`src/rtl/cordiv_sng.sv`:
```
// cordiv_sng - correlated stochastic-number generator for a CORDIV divider.
//
// Converts a binary dividend/divisor pair into two maximally correlated
// unipolar bitstreams (SCC = +1). Both streams are compared against one
// shared LFSR. A second LFSR produces the shift-register tap select for the
// divider. Each accepted start produces one stream of L = 2^BITWIDTH-1 bits,
// followed by a one-cycle done pulse.
//
// Ports:
//   clk          in  1         rising-edge clock
//   rst_n        in  1         asynchronous reset, active low
//   start        in  1         request a stream (sampled only while idle)
//   dividend_bin in  BITWIDTH  dividend operand
//   divisor_bin  in  BITWIDTH  divisor operand
//   hold         in  1         stall; freezes the stream while high
//   dividend     out 1         dividend stochastic bit
//   divisor      out 1         divisor stochastic bit
//   sel          out SELW      shift-register tap select
//   valid        out 1         dividend/divisor/sel are meaningful this cycle
//   busy         out 1         a stream is in progress (state == RUN)
//   done         out 1         one-cycle pulse after the last bit
//   sat          out 1         dividend was clamped to divisor; held until next start
//
// Handshake: a start seen in IDLE is accepted on that clock edge and the
// first bit appears in the next cycle. Afterwards every cycle with valid=1
// carries exactly one bit; hold=1 suppresses valid and freezes the stream.
// The consumer takes a bit whenever valid=1 (there is no back-pressure path
// other than hold). start is ignored while busy=1.

module cordiv_sng #(
    parameter int          BITWIDTH = 8,
    parameter logic [7:0]  SEED     = 8'h01,
    parameter logic [7:0]  SELSEED  = 8'hA5,
    parameter int          SRDEPTH  = 2,
    localparam int         SELW     = (SRDEPTH > 2) ? $clog2(SRDEPTH) : 1
) (
    input  logic                clk,
    input  logic                rst_n,
    input  logic                start,
    input  logic [BITWIDTH-1:0] dividend_bin,
    input  logic [BITWIDTH-1:0] divisor_bin,
    input  logic                hold,
    output logic                dividend,
    output logic                divisor,
    output logic [SELW-1:0]     sel,
    output logic                valid,
    output logic                busy,
    output logic                done,
    output logic                sat
);

    localparam logic [BITWIDTH-1:0] SEED_W    = SEED[BITWIDTH-1:0];
    localparam logic [BITWIDTH-1:0] SELSEED_W = SELSEED[BITWIDTH-1:0];
    // Last bit index of a stream: cnt runs 0 .. L-1 = 2^BITWIDTH-2.
    localparam logic [BITWIDTH-1:0] LAST_IDX  = BITWIDTH'((1 << BITWIDTH) - 2);

    localparam logic [0:0] IDLE = 1'b0;
    localparam logic [0:0] RUN  = 1'b1;

    // Elaboration-time parameter checks.
    if (BITWIDTH < 4 || BITWIDTH > 8) begin : g_bad_width
        $error("cordiv_sng: BITWIDTH must be in 4..8");
    end
    if (SEED_W == '0) begin : g_bad_seed
        $error("cordiv_sng: SEED must be nonzero in its low BITWIDTH bits");
    end
    if (SELSEED_W == '0 || SELSEED_W == SEED_W) begin : g_bad_selseed
        $error("cordiv_sng: SELSEED must be nonzero and differ from SEED");
    end
    if (SELW > BITWIDTH) begin : g_bad_srdepth
        $error("cordiv_sng: SRDEPTH too large for the sel LFSR width");
    end

    logic [0:0]          state;
    logic [BITWIDTH-1:0] rng;
    logic [BITWIDTH-1:0] srng;
    logic [BITWIDTH-1:0] cnt;
    logic [BITWIDTH-1:0] dividend_q;
    logic [BITWIDTH-1:0] divisor_q;
    logic [BITWIDTH-1:0] rng_next;
    logic [BITWIDTH-1:0] srng_next;

    // Maximal-length feedback taps. The register is viewed zero-extended to
    // 8 bits so every branch indexes in range whatever BITWIDTH is.
    function automatic logic lfsr_fb(input logic [7:0] r);
        case (BITWIDTH)
            4:       return r[3] ^ r[2];
            5:       return r[4] ^ r[2];
            6:       return r[5] ^ r[4];
            7:       return r[6] ^ r[5];
            default: return r[7] ^ r[5] ^ r[4] ^ r[3];
        endcase
    endfunction

    always_comb begin
        rng_next  = {rng[BITWIDTH-2:0],  lfsr_fb(8'(rng))};
        srng_next = {srng[BITWIDTH-2:0], lfsr_fb(8'(srng))};
    end

    assign busy     = (state == RUN);
    assign valid    = busy & ~hold;
    // Shared rng with <= makes every dividend 1 coincide with a divisor 1.
    assign dividend = valid & (rng <= dividend_q);
    assign divisor  = valid & (rng <= divisor_q);
    assign sel      = valid ? srng[SELW-1:0] : '0;

    always_ff @(posedge clk or negedge rst_n) begin
        if (!rst_n) begin
            state      <= IDLE;
            rng        <= SEED_W;
            srng       <= SELSEED_W;
            cnt        <= '0;
            dividend_q <= '0;
            divisor_q  <= '0;
            sat        <= 1'b0;
            done       <= 1'b0;
        end else begin
            done <= 1'b0;
            case (state)
                IDLE: begin
                    if (start) begin
                        state      <= RUN;
                        divisor_q  <= divisor_bin;
                        // Clamp so the quotient never exceeds 1.
                        dividend_q <= (dividend_bin > divisor_bin) ? divisor_bin : dividend_bin;
                        sat        <= (dividend_bin > divisor_bin);
                        rng        <= SEED_W;
                        srng       <= SELSEED_W;
                        cnt        <= '0;
                    end
                end
                RUN: begin
                    if (valid) begin
                        rng  <= rng_next;
                        srng <= srng_next;
                        cnt  <= cnt + 1'b1;
                        if (cnt == LAST_IDX) begin
                            state <= IDLE;
                            done  <= 1'b1;
                        end
                    end
                end
                default: state <= IDLE;
            endcase
        end
    end

endmodule

```
`config.mk`:
```
export PLATFORM = sky130hd
export DESIGN_NAME = cordiv_sng
export DESIGN_NICKNAME = d
export VERILOG_FILES = /design/src/rtl/cordiv_sng.sv
export SDC_FILE = /design/constraint.sdc
export NUM_CORES = 1
export LEC_CHECK = 0
export ABC_AREA = 1
export CAP_MARGIN = 10
export CORE_ASPECT_RATIO = 2
export CORE_UTILIZATION = 45
export DETAILED_ROUTE_END_ITERATION = 12
export PLACE_DENSITY = 0.63
export SKIP_LAST_GASP = 1
export SYNTH_ARGS = -nofsm -noshare
export SYNTH_HDL_FRONTEND = slang
export SYNTH_SLANG_ARGS = --single-unit
```
`constraint.sdc`:
```
create_clock -name clk -period 1.9 [get_ports clk]
set_clock_uncertainty 0.2 [all_clocks]
set_input_delay 0.38 -clock clk [delete_from_list [all_inputs] [get_ports clk]]
set_output_delay 0.38 -clock clk [all_outputs]
set_load 0.01 [all_outputs]
```
==> qor.txt, run 1 <==
setup TNS: -0.702 ns
CTS tree: built
Seq cells post-synth: 43
multiplexer share of the synthesized area: 0
largest family of logic cells by synthesized area: simple AND/OR/NAND/NOR gates
Die H: 107 um
port bufs: 26
grt total ovfl: 0
via count: 2182
Initial Utilization: 0.466
total track usage: 0.225
Hold Path Stages: 5
Hold Path Class: in2reg
DR pass1 iterations: 4
R2R cell count: 8
Clock Latency Late Sink: 0.30 ns
Core Rows: 38
vias in the first global route: 2140
worst hold slack: 0.242 ns
Crit Reg-Reg Startpoint: busy
CP max stage delay: 0.57 ns
RSZ-0062 raised after global routing: yes
hold path start: dividend_bin[6]
top cells by area, synth: dfrtp_1 (38%), ha_1 (13%), nand2_1 (9.9%)
Area Growth Syn to Fin: 39.6%
Startpoint Class: flip-flop
Distinct cells, synth: 28
DRC viols: 0
largest net degree at the start of global routing: 44
Num CTS Buffers: 5
XOR/XNOR Fraction of Synth Area: 0.0175
Pwr Total: 4.58 mW
Worst path most repeated cell: a21oi_2
Arr. time, crit path: 1.67 ns
crit path max-delay cell type: dfstp_2
Final min period: 2.25 ns
hold worst-path end: dividend_q[6]
mapped cell area: 2500 sq um
Setup Crit Path Kind: reg2out
Top Family by Delay on Critical Path: flip-flops
fillers: 442
Max Cap Viol: 0
post-route setup slack: -0.351 ns
sequential-to-total area share from yosys stat: 0.433
Crit. End Element: output pin
synth warn: 0
Final Hold Vio Count: 0
WP data required: 1.32 ns
core box area: 5370 sq um
fin nets: 422
run status: finished, violations left
mean post-synth cell area: 8.28 sq um
period utilization: 1.18
first-pass GRT wire length: 9.35 mm
fraction of the mapped netlist area in adder cells: 0.130
Synth Area in Simple Gates: 0.191
CTS sink cnt: 43
Die ar.: 5880 sq um
Vias per Instance: 4.99
crit path max fanout: 3
met1 global-route usage: 0.224
Clock Path Buffers: 2
Post-Syn Instances: 302
Yosys top cell area share: 0.380
fraction of layout cells with a size suffix above 1: 0.297
r2r endpoint: rng[7]
Total Wirelength: 5.93 mm
clock root buffer master: clkbuf_8
Syn Nets: 348
leakage dissipation: 1.80 nW
CP cell instances: inv_4, ha_4, inv_2, a21oi_2, o21ai_1, nand2_1, o211ai_1, a21oi_2, buf_2
drt wl/cell: 13.6 um
Most Used Layer, Global Route: met2
number of diodes: 0
reg-to-reg slack, setup: 0.15 ns
initial DRC count: 47
relative slew slack: 0.813
initial antenna violation count: 0
Buf/Inv on CP: 3
f_max: 444 MHz
Setup-failing EPs final: 2
Detail Route Antenna Nets: 0
dpl hpwl: 4.39 mm
# IOs: 27
gp weighted congestion: 0.883
final slew viol count: 0
Worst Max-Slew Pin Slew: 0.278 ns
Die W: 54.7 um
power density cells: 1310 nW/um^2
area leader, netlist: dfrtp_1
M3 GR Usage: 0.0254
Worst-path clk slew: 0.08 ns
htree depth: 2
peak supply drop: 0.786 mV
post-synthesis compound-gate area fraction: 0.125
met2 usage: 0.421
failing checks: negative setup slack
## area by class of cell
type                            instances  area, sq um  share of cell area
Timing Repair Buffer                   72          631               0.181
Inverter                               62          235              0.0674
Sequential cell                        43         1080               0.310
Tap cell                               60         75.1              0.0215
Multi-Input combinational cell        192         1370               0.392
Clock buffer                            8          100              0.0287
## registers in the layout, indices dropped and copies added, names as in the netlist
register	count
cnt	8
dividend_q	8
divisor_q	8
rng	8
srng	8
busy	1
done	1
sat	1
## cells in the final DEF, fill, tap and decap left out, types with 5 or more instances in the layout
cell	netlist	final
nand2_1	66	61
inv_1	59	49
a21oi_2	0	8
o21ai_0	21	18
dlymetal6s2s_1	0	5
inv_2	3	12
a21oi_1	15	7
nor2_1	11	9
buf_4	0	40
ha_4	0	11
clkdlybuf4s50_1	0	5
nand2_2	1	6
o22ai_1	11	11
dfstp_2	5	5
nand3_1	14	14
dlygate4sd2_1	0	11
dfrtp_1	38	37
ha_1	26	14
clkbuf_8	0	7
## report_power, final
part	leakage [nW]	internal [mW]	total (mW)	switching, mW
registers	0.530	1.34	1.60	0.265
logic	1.22	1.14	2.33	1.19
clock network	0.0515	0.332	0.650	0.318
## tightest hold or removal path, delay by kind of cell
family / cells / cell delay (ns)
and+or+nand+nor: 3 / 0.18
buffers and inverters: 2 / 0.15
## layer usage
layer,vias to the layer above,part of all wire
li1,1116,-
met1,1023,0.36
met2,32,0.59
met3,11,0.017
met4,0,0.032
met5,-,0
## worst max-delay path by stage
stage	from	to	slack (ns)	depth (start not counted)
2_1_floorplan	rng[3]	divisor	0.07	6
3_3_place_gp	hold	divisor	-0.51	5
3_5_place_dp	rng[3]	divisor	-0.53	7
4_1_cts	rng[0]	divisor	-0.36	9
5_1_grt	rng[5]	dividend	-0.44	7
6_report	rng[0]	divisor	-0.35	9
## through the flow
step                 util  cell area [sq um]  std cells  setup slack [ns]
finish              0.650               3490        437            -0.351
global placement    0.573               3080        415            -0.509
global route        0.650               3490        437            -0.435
floorplan               -               2500        302            0.0658
CTS                 0.640               3440        436            -0.362
detailed placement  0.573               3080        415            -0.531
## synthesized netlist by cell type
| cell type | count |
|---|---|
| nand2_4 | 3 |
| nor2_1 | 11 |
| nand2_2 | 1 |
| inv_1 | 59 |
| o21ai_1 | 1 |
| nand3_1 | 14 |
| xnor2_1 | 4 |
| o21a_1 | 2 |
| inv_2 | 3 |
| nand2_1 | 66 |
| xor2_1 | 1 |
| nand4_4 | 1 |
| nor2_2 | 1 |
| o22ai_1 | 11 |
| nor3_1 | 2 |
| o211ai_1 | 2 |
| dfstp_2 | 5 |
| ha_1 | 26 |
| clkbuf_1 | 3 |
| nand4_1 | 3 |
| a21o_1 | 1 |
| o21ai_0 | 21 |
| a31oi_1 | 1 |
| a21oi_1 | 15 |
| a22oi_1 | 2 |
| dfrtp_1 | 38 |
| buf_2 | 3 |
| nor2_4 | 2 |
## what timing repair did
item | in CTS | in global routing
buffers inserted | 11 | 1
cloned | 1 | 0
pin swaps | 28 | 15
hold endpoints to repair | 38 | 0
setup endpoints to repair | 13 | 11
gates resized for setup | 67 | 13
hold buffers | 1 | 0
## cell families after synthesis
kind of cell / count (synthesis)
AOI/OAI and AO/OA: 56
xor gates and xnor gates: 5
adders and majority gates: 26
buffers and inverters: 68
DFF: 43
and+or+nand+nor: 104
Power figures use the tool's default switching activity.
==> run 2, diff against run 1 <==
==> constraint.sdc (replaced) <==
create_clock -name clk -period 2.3 [get_ports clk]
set_clock_uncertainty 0.2 [all_clocks]
set_input_delay 0.46 -clock clk [delete_from_list [all_inputs] [get_ports clk]]
set_output_delay 0.46 -clock clk [all_outputs]
set_load 0.01 [all_outputs]
==> run 2 against run 1 <==
The flow still finishes with violations (negative setup slack). Highest routed layer unchanged. Die area did not move. First-iteration DRC count grew 34%. Sequential share of layout area rose by 2.0 points. Critical path type unchanged. Sequential power is 17% lower. Register-to-register slack improved by 0.38 ns. Critical endpoint unchanged.
==> qor.txt, run 2 (synthesis gave the netlist of run 1 again) <==
run status: finished, violations left
failing checks: negative setup slack
CTS sink cnt: 43
final design utilization: 0.613
Startpoint Class: flip-flop
dpl hpwl: 4.39 mm
Switch Pwr: 1.47 mW
vias in the first global route: 2164
gp weighted congestion: 0.853
fraction of layout cells with a size suffix above 1: 0.224
Setup-failing EPs final: 2
dpl ws: -0.240 ns
fin nets: 407
worst hold slack: 0.0204 ns
final slew viol count: 0
DR pass1 iterations: 10
f_max: 424 MHz
Worst-path clk slew: 0.08 ns
CP cell instances: inv_2, ha_4, inv_2, a21oi_2, o21ai_1, nand2_1, o211ai_1, a21oi_1, buf_2
CTS tree: built
Final Hold Vio Count: 0
Die H: 107 um
peak supply drop: 0.692 mV
Detail Route Antenna Nets: 0
Crit. path cell count: 9
post-route setup slack: -0.0581 ns
initial DRC count: 63
Die W: 54.7 um
Hold Path Class: in2async
Top Family by Delay on Critical Path: flip-flops
Arr. time, crit path: 1.70 ns
port bufs: 26
Vias per Instance: 5.12
number of diodes: 0
drt wl/cell: 13.9 um
CP max stage delay: 0.55 ns
crit path max fanout: 3
RSZ-0062 raised after global routing: yes
leakage dissipation: 1.67 nW
internal power: 2.29 mW
period utilization: 1.03
most common cell after layout, fill and taps aside: nand2_1
initial antenna violation count: 0
largest net degree at the start of global routing: 44
Area Growth Syn to Fin: 31.6%
R2R cell count: 9
Max Cap Viol: 0
total track usage: 0.230
htree depth: 2
Reg power frac: 0.355
Final min period: 2.36 ns
crit path max-delay cell type: dfstp_2
Total Wirelength: 5.85 mm
clock root buffer master: clkbuf_8
most frequent cells in the layout: nand2_1 (65), inv_1 (55), dfrtp_1 (35)
DRC viols: 0
Num CTS Buffers: 5
Gate power share: 0.505
Core Rows: 38
clock power share: 0.140
Worst path most repeated cell: inv_2
Die ar.: 5880 sq um
# IOs: 27
Setup Crit Path Kind: reg2out
via count: 2159
Crit. End Element: output pin
Clock Latency Late Sink: 0.29 ns
Clock Path Buffers: 2
Switching Fraction: 0.391
Pwr Total: 3.76 mW
power density cells: 1140 nW/um^2
grt total ovfl: 0
relative slew slack: 0.633
WP data required: 1.64 ns
Initial Utilization: 0.466
first-pass GRT wire length: 9.62 mm
core box area: 5370 sq um
Worst Max-Slew Pin Slew: 0.551 ns
Buf/Inv on CP: 3
-- run 2: stage by stage --
stage / instances / area, sq um / TNS (ns)
after floorplan: 302 / 2500 / 0
after global placement: 409 / 3030 / -1.40
after detailed placement: 409 / 3030 / -1.73
after CTS: 421 / 3200 / -0.150
after global routing: 422 / 3290 / -0.249
final: 422 / 3290 / -0.0741
-- run 2: metal layers --
layer / wire length, um / GRT usage
met2: 3390 / 0.422
met1: 2060 / 0.219
met3: 88 / 0.0268
met4: 301 / 0.148
met5: 0 / 0
-- run 2: layout make-up --
class | count | area [sq um]
Inverter | 62 | 233
Sequential cell | 43 | 1090
Tap cell | 60 | 75.1
Fill cell | 493 | 2080
Multi-Input combinational cell | 191 | 1290
Clock buffer | 8 | 100
Timing Repair Buffer | 58 | 508
-- run 2: power groups by stage --
stage,sequential (mW),clock (mW),combinational [mW]
after floorplan,1.27,0,1.02
after global placement,1.31,0,1.57
after detailed placement,1.33,0,1.61
after CTS,1.32,0.538,1.74
after global routing,1.37,0.567,2.15
final,1.33,0.528,1.90
-- run 2: final timing paths --
check | to | slack [ns] | startpoint
min reg2reg | dividend_q[6] | 0.28 | dividend_q[6]
min | srng[1] | 0.02 | rst_n
max reg2reg | srng[0] | 0.53 | busy
max | divisor | -0.06 | rng[0]
max in group asynchronous | rng[7] | 1.46 | rst_n
min in group clk | dividend_q[6] | 0.28 | dividend_q[6]
-- run 2: repair_timing --
action | CTS | global route
buffers inserted | 4 | 1
endpoints found under the setup margin | 4 | 2
hold buffers | 0 | 0
pin swaps | 14 | 10
gates resized for setup | 22 | 17
